[src/rtl/temporizador_pkg.sv]
// Shared types for the countdown timer: FSM states, cursor field codes,
// and the packed two-digit BCD value used for hours, minutes and seconds.
package temporizador_pkg;

    typedef enum logic [2:0] {
        IDLE,
        PROG,
        RUN,
        PAUSE,
        DONE
    } state_t;

    localparam logic [3:0] CUR_HORA = 4'd6;
    localparam logic [3:0] CUR_MIN  = 4'd7;
    localparam logic [3:0] CUR_SEG  = 4'd8;

    // Tens digit in the upper nibble, units digit in the lower nibble.
    typedef struct packed {
        logic [3:0] tens;
        logic [3:0] ones;
    } bcd_pair_t;

    // Converts a binary constant (0-99) into its packed BCD form.
    function automatic bcd_pair_t to_bcd(input int unsigned v);
        bcd_pair_t r;
        r.tens = 4'((v / 10) % 10);
        r.ones = 4'(v % 10);
        return r;
    endfunction

endpackage

[src/rtl/bcd_pair_counter.sv]
// Two-digit BCD up/down counter that wraps between 00 and MAX in both
// directions. borrow_out flags a decrement taken from 00, so callers can
// chain fields into a countdown. Simultaneous inc and dec are ignored.
module bcd_pair_counter
    import temporizador_pkg::*;
#(
    parameter int unsigned MAX = 59
) (
    input  logic      clk,
    input  logic      reset,
    input  logic      load,
    input  bcd_pair_t load_value,
    input  logic      inc,
    input  logic      dec,
    output logic      borrow_out,
    output bcd_pair_t value
);

    localparam bcd_pair_t MAX_BCD = to_bcd(MAX);

    assign borrow_out = dec && !inc && (value == '0);

    // Value register: reset, then load, then a single-direction step.
    always_ff @(posedge clk) begin
        if (reset) begin
            value <= '0;
        end else if (load) begin
            value <= load_value;
        end else if (inc && !dec) begin
            if (value == MAX_BCD) begin
                value <= '0;
            end else if (value.ones == 4'd9) begin
                value.tens <= value.tens + 4'd1;
                value.ones <= 4'd0;
            end else begin
                value.ones <= value.ones + 4'd1;
            end
        end else if (dec && !inc) begin
            if (value == '0) begin
                value <= MAX_BCD;
            end else if (value.ones == 4'd0) begin
                value.tens <= value.tens - 4'd1;
                value.ones <= 4'd9;
            end else begin
                value.ones <= value.ones - 4'd1;
            end
        end
    end

endmodule

[src/rtl/temporizador_control.sv]
// Programmable HH:MM:SS countdown timer with a five-state control FSM.
// Optional macro TEMPORIZADOR_AUTO_RELOAD_EN adds a preset register that
// is reloaded when the countdown reaches zero, keeping the timer in RUN.
module temporizador_control
    import temporizador_pkg::*;
#(
    parameter int unsigned HOUR_MAX = 23
) (
    input  logic       clk,
    input  logic       reset,
    input  logic       tick_1hz,
    input  logic       prog_on,
    input  logic [3:0] cursor,
    input  logic       inc,
    input  logic       dec,
    input  logic       start,
    input  logic       stop,
    input  logic       ack,
    output logic [7:0] timer_hora,
    output logic [7:0] timer_min,
    output logic [7:0] timer_seg,
    output logic       running,
    output logic       expired
);

    state_t    state;
    logic      edit_inc, edit_dec, run_tick, at_one, is_zero, wrap_tick;
    logic      seg_borrow, min_borrow, unused_hora_borrow;
    logic      reload;
    bcd_pair_t pre_hora, pre_min, pre_seg;

    // Edits only in PROG, and only when exactly one of inc/dec is high.
    assign edit_inc  = (state == PROG) && inc && !dec;
    assign edit_dec  = (state == PROG) && dec && !inc;
    assign run_tick  = (state == RUN) && tick_1hz;
    // Counting down by one from nonzero lands on zero only from 00:00:01.
    assign at_one    = (timer_hora == 8'h00) && (timer_min == 8'h00) && (timer_seg == 8'h01);
    assign is_zero   = (timer_hora == 8'h00) && (timer_min == 8'h00) && (timer_seg == 8'h00);
    assign wrap_tick = run_tick && at_one;

`ifdef TEMPORIZADOR_AUTO_RELOAD_EN
    assign reload = wrap_tick;

    // Preset follows the programmed value each time PROG is left.
    always_ff @(posedge clk) begin
        if (reset) begin
            pre_hora <= '0;
            pre_min  <= '0;
            pre_seg  <= '0;
        end else if (state == PROG && !prog_on) begin
            pre_hora <= timer_hora;
            pre_min  <= timer_min;
            pre_seg  <= timer_seg;
        end
    end
`else
    assign reload   = 1'b0;
    assign pre_hora = '0;
    assign pre_min  = '0;
    assign pre_seg  = '0;
`endif

    bcd_pair_counter #(.MAX(59)) u_seg (
        .clk        (clk),
        .reset      (reset),
        .load       (reload),
        .load_value (pre_seg),
        .inc        (edit_inc && cursor == CUR_SEG),
        .dec        ((edit_dec && cursor == CUR_SEG) || run_tick),
        .borrow_out (seg_borrow),
        .value      (timer_seg)
    );

    bcd_pair_counter #(.MAX(59)) u_min (
        .clk        (clk),
        .reset      (reset),
        .load       (reload),
        .load_value (pre_min),
        .inc        (edit_inc && cursor == CUR_MIN),
        .dec        ((edit_dec && cursor == CUR_MIN) || (run_tick && seg_borrow)),
        .borrow_out (min_borrow),
        .value      (timer_min)
    );

    // Hours never borrow in RUN: zero is caught before it could underflow.
    bcd_pair_counter #(.MAX(HOUR_MAX)) u_hora (
        .clk        (clk),
        .reset      (reset),
        .load       (reload),
        .load_value (pre_hora),
        .inc        (edit_inc && cursor == CUR_HORA),
        .dec        ((edit_dec && cursor == CUR_HORA) || (run_tick && min_borrow)),
        .borrow_out (unused_hora_borrow),
        .value      (timer_hora)
    );

    // Control FSM with registered running/expired status.
    always_ff @(posedge clk) begin
        if (reset) begin
            state   <= IDLE;
            running <= 1'b0;
            expired <= 1'b0;
        end else begin
            case (state)
                IDLE, PAUSE: begin
                    expired <= 1'b0;
                    if (prog_on) begin
                        state <= PROG;
                    end else if (start && !is_zero) begin
                        state   <= RUN;
                        running <= 1'b1;
                    end else if (state == PAUSE && ack) begin
                        state <= IDLE;
                    end
                end
                PROG: begin
                    if (!prog_on) state <= IDLE;
                end
                RUN: begin
`ifdef TEMPORIZADOR_AUTO_RELOAD_EN
                    expired <= wrap_tick;
                    if (stop) begin
                        state   <= PAUSE;
                        running <= 1'b0;
                    end
`else
                    if (wrap_tick) begin
                        state   <= DONE;
                        running <= 1'b0;
                        expired <= 1'b1;
                    end else if (stop) begin
                        state   <= PAUSE;
                        running <= 1'b0;
                    end
`endif
                end
                DONE: begin
                    if (ack) begin
                        state   <= IDLE;
                        expired <= 1'b0;
                    end
                end
                default: begin
                    state   <= IDLE;
                    running <= 1'b0;
                    expired <= 1'b0;
                end
            endcase
        end
    end

endmodule
[config.mk]
export PLATFORM = sky130hd
export DESIGN_NAME = temporizador_control
export DESIGN_NICKNAME = d
export VERILOG_FILES = /design/src/rtl/temporizador_pkg.sv /design/src/rtl/bcd_pair_counter.sv /design/src/rtl/temporizador_control.sv
export SDC_FILE = /design/constraint.sdc
export NUM_CORES = 1
export LEC_CHECK = 0
export CORE_AREA = 8 8 66 96
export CTS_CLUSTER_SIZE = 40
export DETAILED_ROUTE_END_ITERATION = 10
export DIE_AREA = 0 0 74 104
export GPL_ROUTABILITY_DRIVEN = 0
export PLACE_DENSITY = 0.79
export RECOVER_POWER = 25
export SLEW_MARGIN = 20
export SYNTH_ARGS = -nofsm -noshare
export SYNTH_HDL_FRONTEND = slang
export SYNTH_SLANG_ARGS = --single-unit
[constraint.sdc]
create_clock -name clk -period 4 [get_ports clk]
set_input_delay 0.8 -clock clk [delete_from_list [all_inputs] [get_ports clk]]
set_output_delay 0.8 -clock clk [all_outputs]
set_load 0.05 [all_outputs]
==> flow_summary.ini, run 1 <==
[synth]
yosys_register_bits = 29
ys_types = 71
synth_warnings = 0
post_synth.cell_area_avg_um2 = 7.51
ys.flop_type = dfxtp_1
ys_seq_area_share_pct = 22.0
async_flop_share_pct = 0
synth_edf_count = 0
synth.area.top_cells = dfxtp_1 22%, ha_1 10%, a21oi_1 6.1%
synthCells = 351
synth_common_cells = 37 x nor2_1, 32 x a21oi_1, 29 x dfxtp_1
synth_area_leader_cell = dfxtp_1
netlist.area_leader.share_pct = 22.0
synthesis.area_um2 = 2640
synth_most_common_cell = nor2_1
syn_nets = 385

[route]
remaining_drc_errors = 0
wl_per_cell_um = 15.8
ant_nets = 0
wirelength_um = 7200
drt_iter0_drc = 172
viasPerCell = 6.17
firstDrtPassIters = 5
via_count = 2815

[floorplan]
rows = 32
io_pins = 39
core_area_um2 = 5000
start_util_pct = 52.6
die_x_um = 74
die-area_um2 = 7700
dieHeight_um = 104

[hold_path]
min_from = running$_SDFFE_PP0P_
hold_path_depth = 2
min_path_type = reg2reg
hold_end = running$_SDFFE_PP0P_

[global_route]
grt_pass1_vias = 2793
grt_max_degree = 20
globalRouteOverflowTotal = 0
grt_pass1_wl_um = 12300
grt.total_usage_pct = 19.2
antenna_found_initial = 0

[cells_and_area]
final_nets = 421
syn_to_final_growth_pct = 20.8
layout-drive-gt1-share_pct = 8.51
fin_area_um2 = 3180
post-route-util_pct = 63.6
final_cells = 456
antennaDiodeCount = 0

[critical_path]
cpPeakStageDelay_ns = 0.47
path_cells = clkdlybuf4s50_1 > nor4b_1 > nand2_1 > or2_2 > ha_1 > a32o_1 > ha_1 > a32oi_1 > ha_2 > inv_1 > or4_1 > a31oi_1 > and3_1 > a31o_2
rr_startpoint = state[0]$_SDFFE_PP0P_
r2r-end = u_hora.value[7]$_SDFFE_PP0P_
worstSetupEndpointType = flop
r2r_slack_ns = 0.55
crit_arrival_ns = 4.03
slowest_stage = clkdlybuf4s50_1
path_class = in2reg
worstPathRequired_ns = 4.23
r2r_cells = 14
startpoint_type = input port
crit_fanout = 7
path_buf_inv = 2
cp_common_cell = ha_1
path_delay_family = simple AND/OR/NAND/NOR gates

[power]
p_seq_share_pct = 45.6
comb_power_share_pct = 19.2
p_switching_uw = 201
clkPwrFrac_pct = 35.2
ir_drop_v = 0.000194
p_int_uw = 474
p_sw_share_pct = 29.8
power_leakage_nw = 1.21
powerDensity_nw_per_um2 = 212

[place]
placed_cell_area_um2 = 3100
place_hpwl_um = 5390
dp.cells = 448
port_buffers = 38

[cts]
clk_pin_slew_ns = 0.06
h-tree-depth = 2
cts-root-buf = clkbuf_8
ctsHoldBuffers = 0
clockBufferDepth = 2
clock-sinks = 29
cts_tree = yes
clk_latency_ns = 0.28
cts_buffers = 5

[sta]
rsz0062_at_grt = false
min_period_ns = 3.81
max_slew_margin_pct = 47.4
finClkSkew_ns = 0.00351
max_freq_mhz = 263
worst_pin_slew_ns = 0.786
setup_violations = 0
final_hold_viol_count = 0
period_share_pct = 95.1
timing_max_transition_violations_final = 0

[run]
drv_cap = 0

[run_status]
status = finished clean
how the worst max path moves through the flow:
stage / slack (ns) / to / from / cells after the start
floorplan: 0.41 / u_hora.value[7]$_SDFFE_PP0P_ / cursor[0] / 13
global placement: -0.03 / u_hora.value[7]$_SDFFE_PP0P_ / cursor[0] / 14
detailed placement: -0.13 / u_hora.value[7]$_SDFFE_PP0P_ / cursor[0] / 14
CTS: 0.16 / u_hora.value[7]$_SDFFE_PP0P_ / cursor[0] / 14
global route: 0.02 / u_hora.value[7]$_SDFFE_PP0P_ / cursor[0] / 14
finish: 0.19 / u_hora.value[7]$_SDFFE_PP0P_ / cursor[0] / 14
power by group through the flow:
stage,Combinational [mW],Clock (mW),Sequential (mW)
after CTS,0.129,0.241,0.308
after global routing,0.142,0.258,0.309
final,0.129,0.237,0.308
after global placement,0.126,0,0.314
after detailed placement,0.129,0,0.314
after floorplan,0.0820,0,0.317
cell type report:
cell class	instances	area, um2
inverter	24	90.1
multi-input combinational	276	1870
clock buffer	8	80.1
fill	473	1820
timing repair buffer	51	478
tap	68	85.1
sequential	29	581
per-layer routing:
metal | up-vias | track usage [%] | share of wire [%]
li1 | 1378 | - | -
met1 | 1326 | 21.0 | 41
met2 | 91 | 33.1 | 52
met3 | 20 | 3.47 | 4.7
met4 | 0 | 9.91 | 2.7
met5 | - | 0 | 0
repair_timing:
item | CTS | global route
setup buffers | 0 | 0
resized for setup | 0 | 1
setup endpoints to repair | 0 | 4
per-stage QoR:
stage | hold WS [ns] | TNS (ns) | setup WS, ns | power (mW)
detailed placement | 0.514 | -0.287 | -0.129 | 0.443
floorplan | 0.636 | 0 | 0.414 | 0.399
CTS | 0.525 | 0 | 0.158 | 0.678
finish | 0.520 | 0 | 0.194 | 0.675
global route | 0.572 | 0 | 0.0238 | 0.709
global placement | 0.503 | -0.0324 | -0.0324 | 0.440
tightest hold or removal path, stage by stage, from the launching register on:
cell and delay, ns:
dfxtp_1 0.32, nor2_1 0.10, a211oi_1 0.05
sequential cells by signal, indices dropped and copies added, names as in the netlist:
signal,count
expired,1
running,1
state,3
u_hora.value,8
u_min.value,8
u_seg.value,8
cells in the final DEF, fill, tap and decap left out, drive strengths merged, types with 3 or more instances in the layout:
master          n
o31ai           4
nor4            5
a31oi           6
a32o            3
a311oi          3
ha             21
dfxtp          29
clkbuf          8
inv            24
a221oi          3
nand2b          7
a21oi          32
xor2            3
a211oi         11
nor2           37
o21ai          20
and3            3
nand3b          4
buf            13
o21a            6
dlygate4sd3    10
a32oi           5
nand3           9
o311ai          3
or2             6
nand2          17
clkdlybuf4s50  28
or3             4
nor3           12
nor2b           6
and2            3
cells by family (layout without fill, tap and decap cells):
logic type               after synthesis  in the layout  synth area share [%]
AND/OR/NAND/NOR                      128            128                  27.2
flip-flops                            29             29                  22.0
adder cells (fa/ha/maj)               21             21                  9.97
multiplexers                           3              3                  1.23
XOR/XNOR                               5              5                  1.66
AO/OA/AOI/OAI                        119            119                  30.8
buffers and inverters                 46             83                  7.12
Power figures use the tool's default switching activity.
==> inputs of run 2 (changes only) <==
--- a/config.mk
+++ b/config.mk
@@ -5,10 +5,10 @@
 export SDC_FILE = /design/constraint.sdc
 export NUM_CORES = 1
 export LEC_CHECK = 0
-export CORE_AREA = 8 8 66 96
+export CORE_AREA = 2 2 60 90
 export CTS_CLUSTER_SIZE = 40
 export DETAILED_ROUTE_END_ITERATION = 10
-export DIE_AREA = 0 0 74 104
+export DIE_AREA = 0 0 62 92
 export GPL_ROUTABILITY_DRIVEN = 0
 export PLACE_DENSITY = 0.79
 export RECOVER_POWER = 25
==> run 2 against run 1 <==
Utilization increased by 0.28 points. Non-clock buffer count unchanged. Routed wire length decreased by 5.0%. Sequential power about the same. Combinational power about the same. Via count decreased by 1.8%. Largest cell class unchanged. Largest power group unchanged.
==> flow_summary.ini, run 2 (synthesis results as in run 1) <==
[cells_and_area]
syn_to_final_growth_pct = 21.3
mostFrequentLayoutCells = 37 x nor2_1, 32 x a21oi_1, 29 x dfxtp_1
antennaDiodeCount = 0
layout_commonest_cell = nor2_1
reg.largest.list = u_hora.value: 8 flops, u_min.value: 8 flops, u_seg.value: 8 flops
final_nets = 421
layout-drive-gt1-share_pct = 9.02
final_cells = 456
fin_area_um2 = 3200

[global_route]
grt_max_degree = 18
globalRouteOverflowTotal = 0
grt_pass1_vias = 2575
grt.total_usage_pct = 25.4
antenna_found_initial = 0
grt_pass1_wl_um = 11300

[critical_path]
startpoint_type = input port
worstSetupEndpointType = flop
crit_path_start = cursor[0]
path_class = in2reg
crit_arrival_ns = 4.00
worstPathRequired_ns = 4.22
crit_fanout = 6
rr_startpoint = state[0]$_SDFFE_PP0P_

[run]
drv_cap = 0

[sta]
setup_violations = 0
period_share_pct = 94.3
max_freq_mhz = 265
final_hold_viol_count = 0
timing_max_transition_violations_final = 0
finClkSkew_ns = 0.00588
worst_pin_slew_ns = 0.703
max_slew_margin_pct = 52.7
min_period_ns = 3.77
whs_ns = 0.525
rsz0062_at_grt = false

[route]
ant_nets = 0
remaining_drc_errors = 0
drt_iter0_drc = 182
wirelength_um = 6840
viasPerCell = 6.06
firstDrtPassIters = 5
via_count = 2763
wl_per_cell_um = 15.0

[place]
place_hpwl_um = 5030
port_buffers = 38
placed_cell_area_um2 = 3100
dp.cells = 448

[power]
ir_drop_v = 0.000157
powerDensity_nw_per_um2 = 210
power_uw = 671
power_leakage_nw = 1.21

[cts]
clock-sinks = 29
clockBufferDepth = 2
cts_buffers = 5
h-tree-depth = 2
cts_tree = yes
postCtsSetupBuffers = 0
cts-root-buf = clkbuf_8
clk_latency_ns = 0.28
clk_pin_slew_ns = 0.07

[hold_path]
min_from = running$_SDFFE_PP0P_
min_path_type = reg2reg

[floorplan]
dieHeight_um = 92
core_area_um2 = 5000
die_x_um = 62
die-area_um2 = 5700
rows = 32
start_util_pct = 52.6
io_pins = 39

[run_status]
status = finished clean
[run 2: changes by cell type in the layout (fill, tap and decap cells not counted)]
cell / delta
a32oi_1: -1
a32oi_2: +1
and2_0: -1
and2_1: +1
buf_4: -1
clkbuf_1: +1
nor4b_1: -1
nor4b_2: +1
o21ai_1: -1
o21ai_2: +1
or2_0: -1
or2_1: +1
[run 2: metrics by stage]
stage                     setup WS (ns)  utilization (%)  setup TNS [ns]
final                             0.227             63.9               0
after global routing            0.00172             63.9               0
after CTS                         0.163             63.6               0
after detailed placement         -0.102             62.0          -0.394
after global placement          -0.0202             62.0         -0.0403
after floorplan                   0.414                -               0
[run 2: layout make-up]
type | instances | area, um2
clock buffer | 8 | 80.1
fill | 458 | 1810
sequential | 29 | 581
inverter | 24 | 90.1
timing repair buffer | 51 | 474
tap | 68 | 85.1
multi-input combinational | 276 | 1890
[run 2: where the power goes]
part           internal (mW)  switching, mW  leakage, nW  total [mW]
Sequential             0.295         0.0132        0.234       0.308
Clock                  0.123          0.111       0.0395       0.234
Combinational         0.0556         0.0732        0.934       0.129
[run 2: path summary, 6_finish.rpt]
check,endpoint,slack (ns),depth (start not counted)
setup / recovery,u_hora.value[7]$_SDFFE_PP0P_,0.23,14
setup reg to reg,u_hora.value[7]$_SDFFE_PP0P_,0.55,14
hold / removal,running$_SDFFE_PP0P_,0.53,2
hold reg to reg,running$_SDFFE_PP0P_,0.53,2
[run 2: worst max-delay path, cell delays in order]
cell and delay (ns):
clkdlybuf4s50_1 0.47, nor4b_2 0.28, nand2_1 0.10, or2_2 0.32
ha_1 0.21, a32o_1 0.22, ha_1 0.20, a32oi_2 0.18
ha_2 0.26, inv_1 0.11, or4_1 0.40, a31oi_1 0.16
and3_1 0.17, a31o_2 0.10
[run 2: what timing repair did]
action,in CTS,in global routing
hold buffers,0,0
endpoints found under the setup margin,0,5
resized for setup,0,4
[run 2: routing by layer]
layer	GRT usage [%]	share of wire, %	up-vias
met5	0	0	-
met1	29.8	43	1301
met2	43.1	52	69
met3	4.37	3.4	12
li1	-	-	1381
met4	11.0	2.1	0
